[src/rtl/sc_stream_gen.sv]
// sc_stream_gen
//   Stochastic-number generator stage. On an accepted start it latches a
//   binary probability, then for LEN cycles compares the incoming LFSR word
//   against it, emitting one unary stream bit per cycle (1 when rnd_Y < prob)
//   and counting the ones. ones_count is the decoded estimate of the run.
//
// Ports
//   clock       in   1      rising-edge clock
//   reset       in   1      asynchronous, active-low reset
//   rnd_Y       in   WIDTH  random word from the LFSR, sampled every RUN cycle
//   prob        in   WIDTH  probability numerator (prob / 2^WIDTH), sampled on start
//   start       in   1      run request, accepted only while ready=1
//   ready       out  1      high in IDLE (decoded from the state register)
//   bit_valid   out  1      bit_out carries a stream bit this cycle
//   bit_out     out  1      registered stream bit (holds last value when idle)
//   done        out  1      one-cycle pulse: run complete, ones_count final
//   ones_count  out  CNT_W  ones in the current/last run (2^CNT_W > LEN)
module sc_stream_gen #(
  parameter int unsigned WIDTH = 5,
  parameter int unsigned LEN   = 32,
  parameter int unsigned CNT_W = 6
) (
  input  logic             clock,
  input  logic             reset,
  input  logic [WIDTH-1:0] rnd_Y,
  input  logic [WIDTH-1:0] prob,
  input  logic             start,
  output logic             ready,
  output logic             bit_valid,
  output logic             bit_out,
  output logic             done,
  output logic [CNT_W-1:0] ones_count
);

  typedef enum logic [1:0] {
    IDLE = 2'd0,
    RUN  = 2'd1,
    DONE = 2'd2
  } state_t;

  state_t           state;
  logic [WIDTH-1:0] prob_q;
  logic [CNT_W-1:0] idx;
  logic             hit;

  // Strict unsigned less-than: prob_q = 0 can never produce a one.
  always_comb begin
    hit = (rnd_Y < prob_q);
  end

  assign ready = (state == IDLE);

  always_ff @(posedge clock or negedge reset) begin
    if (!reset) begin
      state      <= IDLE;
      prob_q     <= '0;
      idx        <= '0;
      bit_out    <= 1'b0;
      bit_valid  <= 1'b0;
      done       <= 1'b0;
      ones_count <= '0;
    end else begin
      // Pulse-style outputs default low; only RUN/DONE raise them.
      bit_valid <= 1'b0;
      done      <= 1'b0;
      case (state)
        IDLE: begin
          if (start) begin
            prob_q     <= prob;
            idx        <= '0;
            ones_count <= '0;
            state      <= RUN;
          end
        end
        RUN: begin
          bit_out    <= hit;
          bit_valid  <= 1'b1;
          ones_count <= ones_count + {{(CNT_W-1){1'b0}}, hit};
          idx        <= idx + {{(CNT_W-1){1'b0}}, 1'b1};
          if (idx == CNT_W'(LEN - 1)) begin
            state <= DONE;
          end
        end
        DONE: begin
          done  <= 1'b1;
          state <= IDLE;
        end
        default: begin
          state <= IDLE;
        end
      endcase
    end
  end

endmodule

[config.mk]
export PLATFORM = sky130hd
export DESIGN_NAME = sc_stream_gen
export DESIGN_NICKNAME = d
export VERILOG_FILES = /design/src/rtl/sc_stream_gen.sv
export SDC_FILE = /design/constraint.sdc
export NUM_CORES = 1
export LEC_CHECK = 0
export CAP_MARGIN = 20
export CORE_MARGIN = 2
export CORE_UTILIZATION = 45
export DETAILED_ROUTE_END_ITERATION = 8
export GPL_ROUTABILITY_DRIVEN = 0
export PLACE_DENSITY = 0.7
export SLEW_MARGIN = 5
export SYNTH_ARGS = -nofsm -noshare
export SYNTH_HDL_FRONTEND = slang
export SYNTH_SLANG_ARGS = --single-unit
[constraint.sdc]
create_clock -name clock -period 2.2 [get_ports clock]
set_input_delay 0.22 -clock clock [delete_from_list [all_inputs] [get_ports clock]]
set_output_delay 0.22 -clock clock [all_outputs]
set_load 0.02 [all_outputs]
==> impl_summary.md <==
Run status
The flow ran to the end, and the final reports show no timing, DRC or antenna violations.

Setup path
The slowest cell on the critical path is sky130_fd_sc_hd__dfrtp_1. The largest fanout on the critical path is 2. The data arrival time of the worst path is approximately 2.2 ns.

The largest stage delay on the critical path is approximately 0.38 ns. The kind of start point of the critical path is a flop. In this run the register-to-register setup slack is between 0.2 and 0.3 ns. The critical path is of the flop to flop type.

For the worst setup path, the data required time is between 2 and 2.5 ns. The worst setup path is captured at a flop. By instance count, the cell type seen most on the critical path is sky130_fd_sc_hd__ha_1.

The signal on the critical path passes through inv_1 > ha_1 > a21oi_1 > o21ai_0 > a21boi_0 > ha_1 > ha_1 > nand3b_1 > xor2_1 > nor2_1.

Clock network
The number of buffers between clock root and the deepest sink is 2. The root buffer cell is sky130_fd_sc_hd__clkbuf_4. The clock buffer count from CTS is 3. After clock tree synthesis, the clock-pin slew on the worst setup and hold paths is between 0.1 and 0.15 ns. The later pin in the worst-skew pair is clocked with a latency of ~0.30 ns. The post-cts resize count is 0. The post-CTS repair timing setup buffer count is 0. TritonCTS built the clock tree. In this run the number of H-tree levels came out at 1.

The clock sink total is 22. The number of hold buffers added after CTS was 0.

Pwr
The cell leakage power is ~0.66 nW. The relative contribution of the clock network to total power is 0.122. The internal power contribution is ~1.1 mW. The share of total power dissipated in combinational logic is 0.480. The design draws approximately 1.8 mW. Dividing total power by cell area gives a power density of 1340 nW/um^2.

The part of the total power dissipated in sequential elements is 0.398. The share of total power consumed by net switching is 0.392. The largest vdd supply drop is roughly 840 uV. The reported net switching power is slightly above 700 uW.

Cells and area
Of the cells placed in the final design, the portion with a size suffix greater than 1 is 0.107. The antenna cell count is 0. In the final design database the tool counted about 140 nets. Once layout is done, the placed cells without fillers occupy 1370 sq um. The combined flip-flop and latch cell area is 551 sq um. The area of the multi-input gates is 489 sq um. The filler cells instantiated in the layout total 210.

The share of the core filled with cells is 0.605. The area added between synthesis and finish is 25.7%.

Floorplanning
23 I/O pins were placed. After floorplanning, the core was divided into 17 placement rows. The starting utilization of the core area is 0.482. The floorplan step defined a die boundary enclosing around 2800 sq um. The floorplan step set the die height to 53.1 um. The placeable core area is between 2000 and 2500 sq um. The die width is 53.1 um.

Routing
The vias per cell is around 5.2. The antenna violation net count after detailed routing is 0. The routed layout has just under 800 vias. The residual DRC count is 0.

For this block, the routed nets add up to 2.05 mm of wire. After the first detailed-routing iteration, the DRC count stood at 6. The iteration count of the initial detailed-routing pass is 4.

The routed wirelength normalized by instance count is approximately 14 um.

Timing
The clock skew is 0.00726 ns. Headroom to the max-slew limit came out at 0.714. Setup violations remaining at the end of the flow were counted as 0.

The actual transition at the worst max-transition pin is roughly 0.43 ns. Once routing completed, OpenROAD measured the worst setup slack at 0.271 ns. The number of failing hold endpoints at the final stage is 0.

The final period demand of the worst path is 1.93 ns. The final cycle utilization of the critical path is 0.877. Setup repair after global routing left no endpoint under its margin. In the final timing run, aggregate negative setup slack is 0 ns.

The final count of pins violating max slew is 0. The upper clock frequency limit is 518 MHz.

GRT
The overflow left after global routing is 0. Entering global routing, the biggest net connects 23 pins. The global-route wire length before repair is approximately 3.4 mm. The number of antenna violations at the first check in global routing is 0. The number of global-route vias before repair came to 746. In the global route stage, overall resource usage came out at 0.172.

Yosys
Averaged over all synthesized cells, the footprint is about 11 sq um. Yosys printed 0 warnings. The share of synthesized area occupied by flip-flops and latches is 0.507. The flop and latch count out of synthesis is 22. The number of unique standard cell types used by synthesis is 29. Summing every instance area after synthesis gives around 1100 sq um.

Counting every net in the synthesized netlist gives about 120. In the synthesized netlist, the number of instances is 97.

Place
During placement, the flow inserted port buffers numbering 22. The worst setup timing slack at the placement stage is around 0.028 ns. Detailed placement finished with a half-perimeter wire length of about 1.5 mm.

After detailed placement, the total cell area comes to around 1300 sq um.

Job
Across the run, the number of max-cap violations was 0.

Hold path
The tightest min-delay check is of the primary input to asynchronous set/reset pin type.
==> layout make-up <==
class,count,share of cell area
tap,28,0.0257
timing repair buffer,24,0.172
clock buffer,4,0.0266
multi-input combinational,67,0.358
sequential,22,0.403
inverter,5,0.0137
==> Yosys cell counts <==
| cell | instances | area share |
|---|---|---|
| sky130_fd_sc_hd__o21ai_1 | 2 | 0.0092 |
| sky130_fd_sc_hd__inv_1 | 4 | 0.014 |
| sky130_fd_sc_hd__a31oi_1 | 1 | 0.0058 |
| sky130_fd_sc_hd__nand2_1 | 15 | 0.052 |
| sky130_fd_sc_hd__a21boi_0 | 1 | 0.0069 |
| sky130_fd_sc_hd__o21ai_0 | 1 | 0.0046 |
| sky130_fd_sc_hd__or3b_1 | 1 | 0.0081 |
| sky130_fd_sc_hd__nand4_1 | 3 | 0.017 |
| sky130_fd_sc_hd__xor2_1 | 2 | 0.016 |
| sky130_fd_sc_hd__buf_2 | 1 | 0.0046 |
| sky130_fd_sc_hd__buf_6 | 2 | 0.021 |
| sky130_fd_sc_hd__nor4_1 | 1 | 0.0058 |
| sky130_fd_sc_hd__a21oi_1 | 2 | 0.0092 |
| sky130_fd_sc_hd__nor2_1 | 3 | 0.010 |
| sky130_fd_sc_hd__o211ai_2 | 1 | 0.012 |
| sky130_fd_sc_hd__nor2b_1 | 1 | 0.0058 |
| sky130_fd_sc_hd__mux2i_1 | 6 | 0.055 |
| sky130_fd_sc_hd__and2b_1 | 1 | 0.0069 |
| sky130_fd_sc_hd__o31ai_1 | 1 | 0.0069 |
| sky130_fd_sc_hd__nand3b_1 | 2 | 0.014 |
| sky130_fd_sc_hd__nor3_1 | 2 | 0.0092 |
| sky130_fd_sc_hd__inv_2 | 1 | 0.0035 |
| sky130_fd_sc_hd__dfrtp_1 | 22 | 0.51 |
| sky130_fd_sc_hd__and2_1 | 2 | 0.012 |
| sky130_fd_sc_hd__nand3_1 | 5 | 0.023 |
| sky130_fd_sc_hd__ha_1 | 7 | 0.081 |
| sky130_fd_sc_hd__mux2_4 | 5 | 0.069 |
| sky130_fd_sc_hd__nand2b_1 | 1 | 0.0058 |
| sky130_fd_sc_hd__and3_1 | 1 | 0.0058 |
==> worst paths after layout <==
path	startpoint	end	cells past startpoint
max reg2reg	prob_q[2]	ones_count[2]	10
max in group asynchronous	reset	ones_count[1]	2
min reg2reg	idx[4]	idx[4]	1
min in group clock	idx[4]	idx[4]	1
max	prob_q[2]	ones_count[2]	10
min	reset	prob_q[1]	2
==> cells in the final DEF, fill, tap and decap left out, drive strengths merged <==
master,instances
dfrtp,22
clkdlybuf4s50,22
nand2,15
ha,7
mux2i,6
mux2,5
nand3,5
inv,5
clkbuf,4
nor2,3
nand4,3
o21ai,3
a21oi,2
and2,2
nor3,2
nand3b,2
xor2,2
buf,2
nor2b,1
a21boi,1
nand2b,1
and2b,1
nor4,1
or3b,1
and3,1
o211ai,1
o31ai,1
a31oi,1
==> flip-flops by register name (all words and copies together), names as in the netlist <==
| name | cells |
|---|---|
| bit_out | 1 |
| bit_valid | 1 |
| done | 1 |
| idx | 6 |
| ones_count | 6 |
| prob_q | 5 |
| state | 2 |
==> worst max-delay path, delay by kind of cell (launching register included) <==
family          cells  cell delay (ns)
fa+ha+maj           3             0.66
xor+xnor            1             0.15
simple gates        2             0.19
flops               1             0.38
compound gates      3             0.43
buf+inv             1             0.05
==> logic make-up after synthesis <==
kind of cell | Yosys count | share of synthesized area
AOI/OAI and AO/OA | 9 | 0.0542
xor gates and xnor gates | 2 | 0.0161
adders and majority gates | 7 | 0.0806
buffers and inverters | 8 | 0.0426
DFF | 22 | 0.507
muxes | 11 | 0.124
and+or+nand+nor | 38 | 0.175
==> layer usage <==
layer  up-vias  GRT usage  part of all wire
met4         0     0.0513            0.0078
met3         2     0.0254             0.029
li1        389          -                 -
met1       379      0.248              0.50
met5         -          0                 0
met2        15      0.267              0.47
==> power by group through the flow <==
| stage | Clock [mW] | Sequential [mW] | Combinational (mW) |
|---|---|---|---|
| final | 0.223 | 0.729 | 0.877 |
| after global routing | 0.244 | 0.755 | 0.991 |
| after CTS | 0.225 | 0.726 | 0.890 |
| after detailed placement | 0 | 0.734 | 0.887 |
| after global placement | 0 | 0.723 | 0.854 |
| after floorplan | 0 | 0.776 | 0.550 |
==> stage by stage <==
stage / hold WS [ns] / instances
floorplan: -0.0756 / 97
global placement: 0.465 / 146
detailed placement: 0.475 / 146
CTS: 0.267 / 150
global route: 0.287 / 150
finish: 0.252 / 150
(Power assumes the default switching activity.)
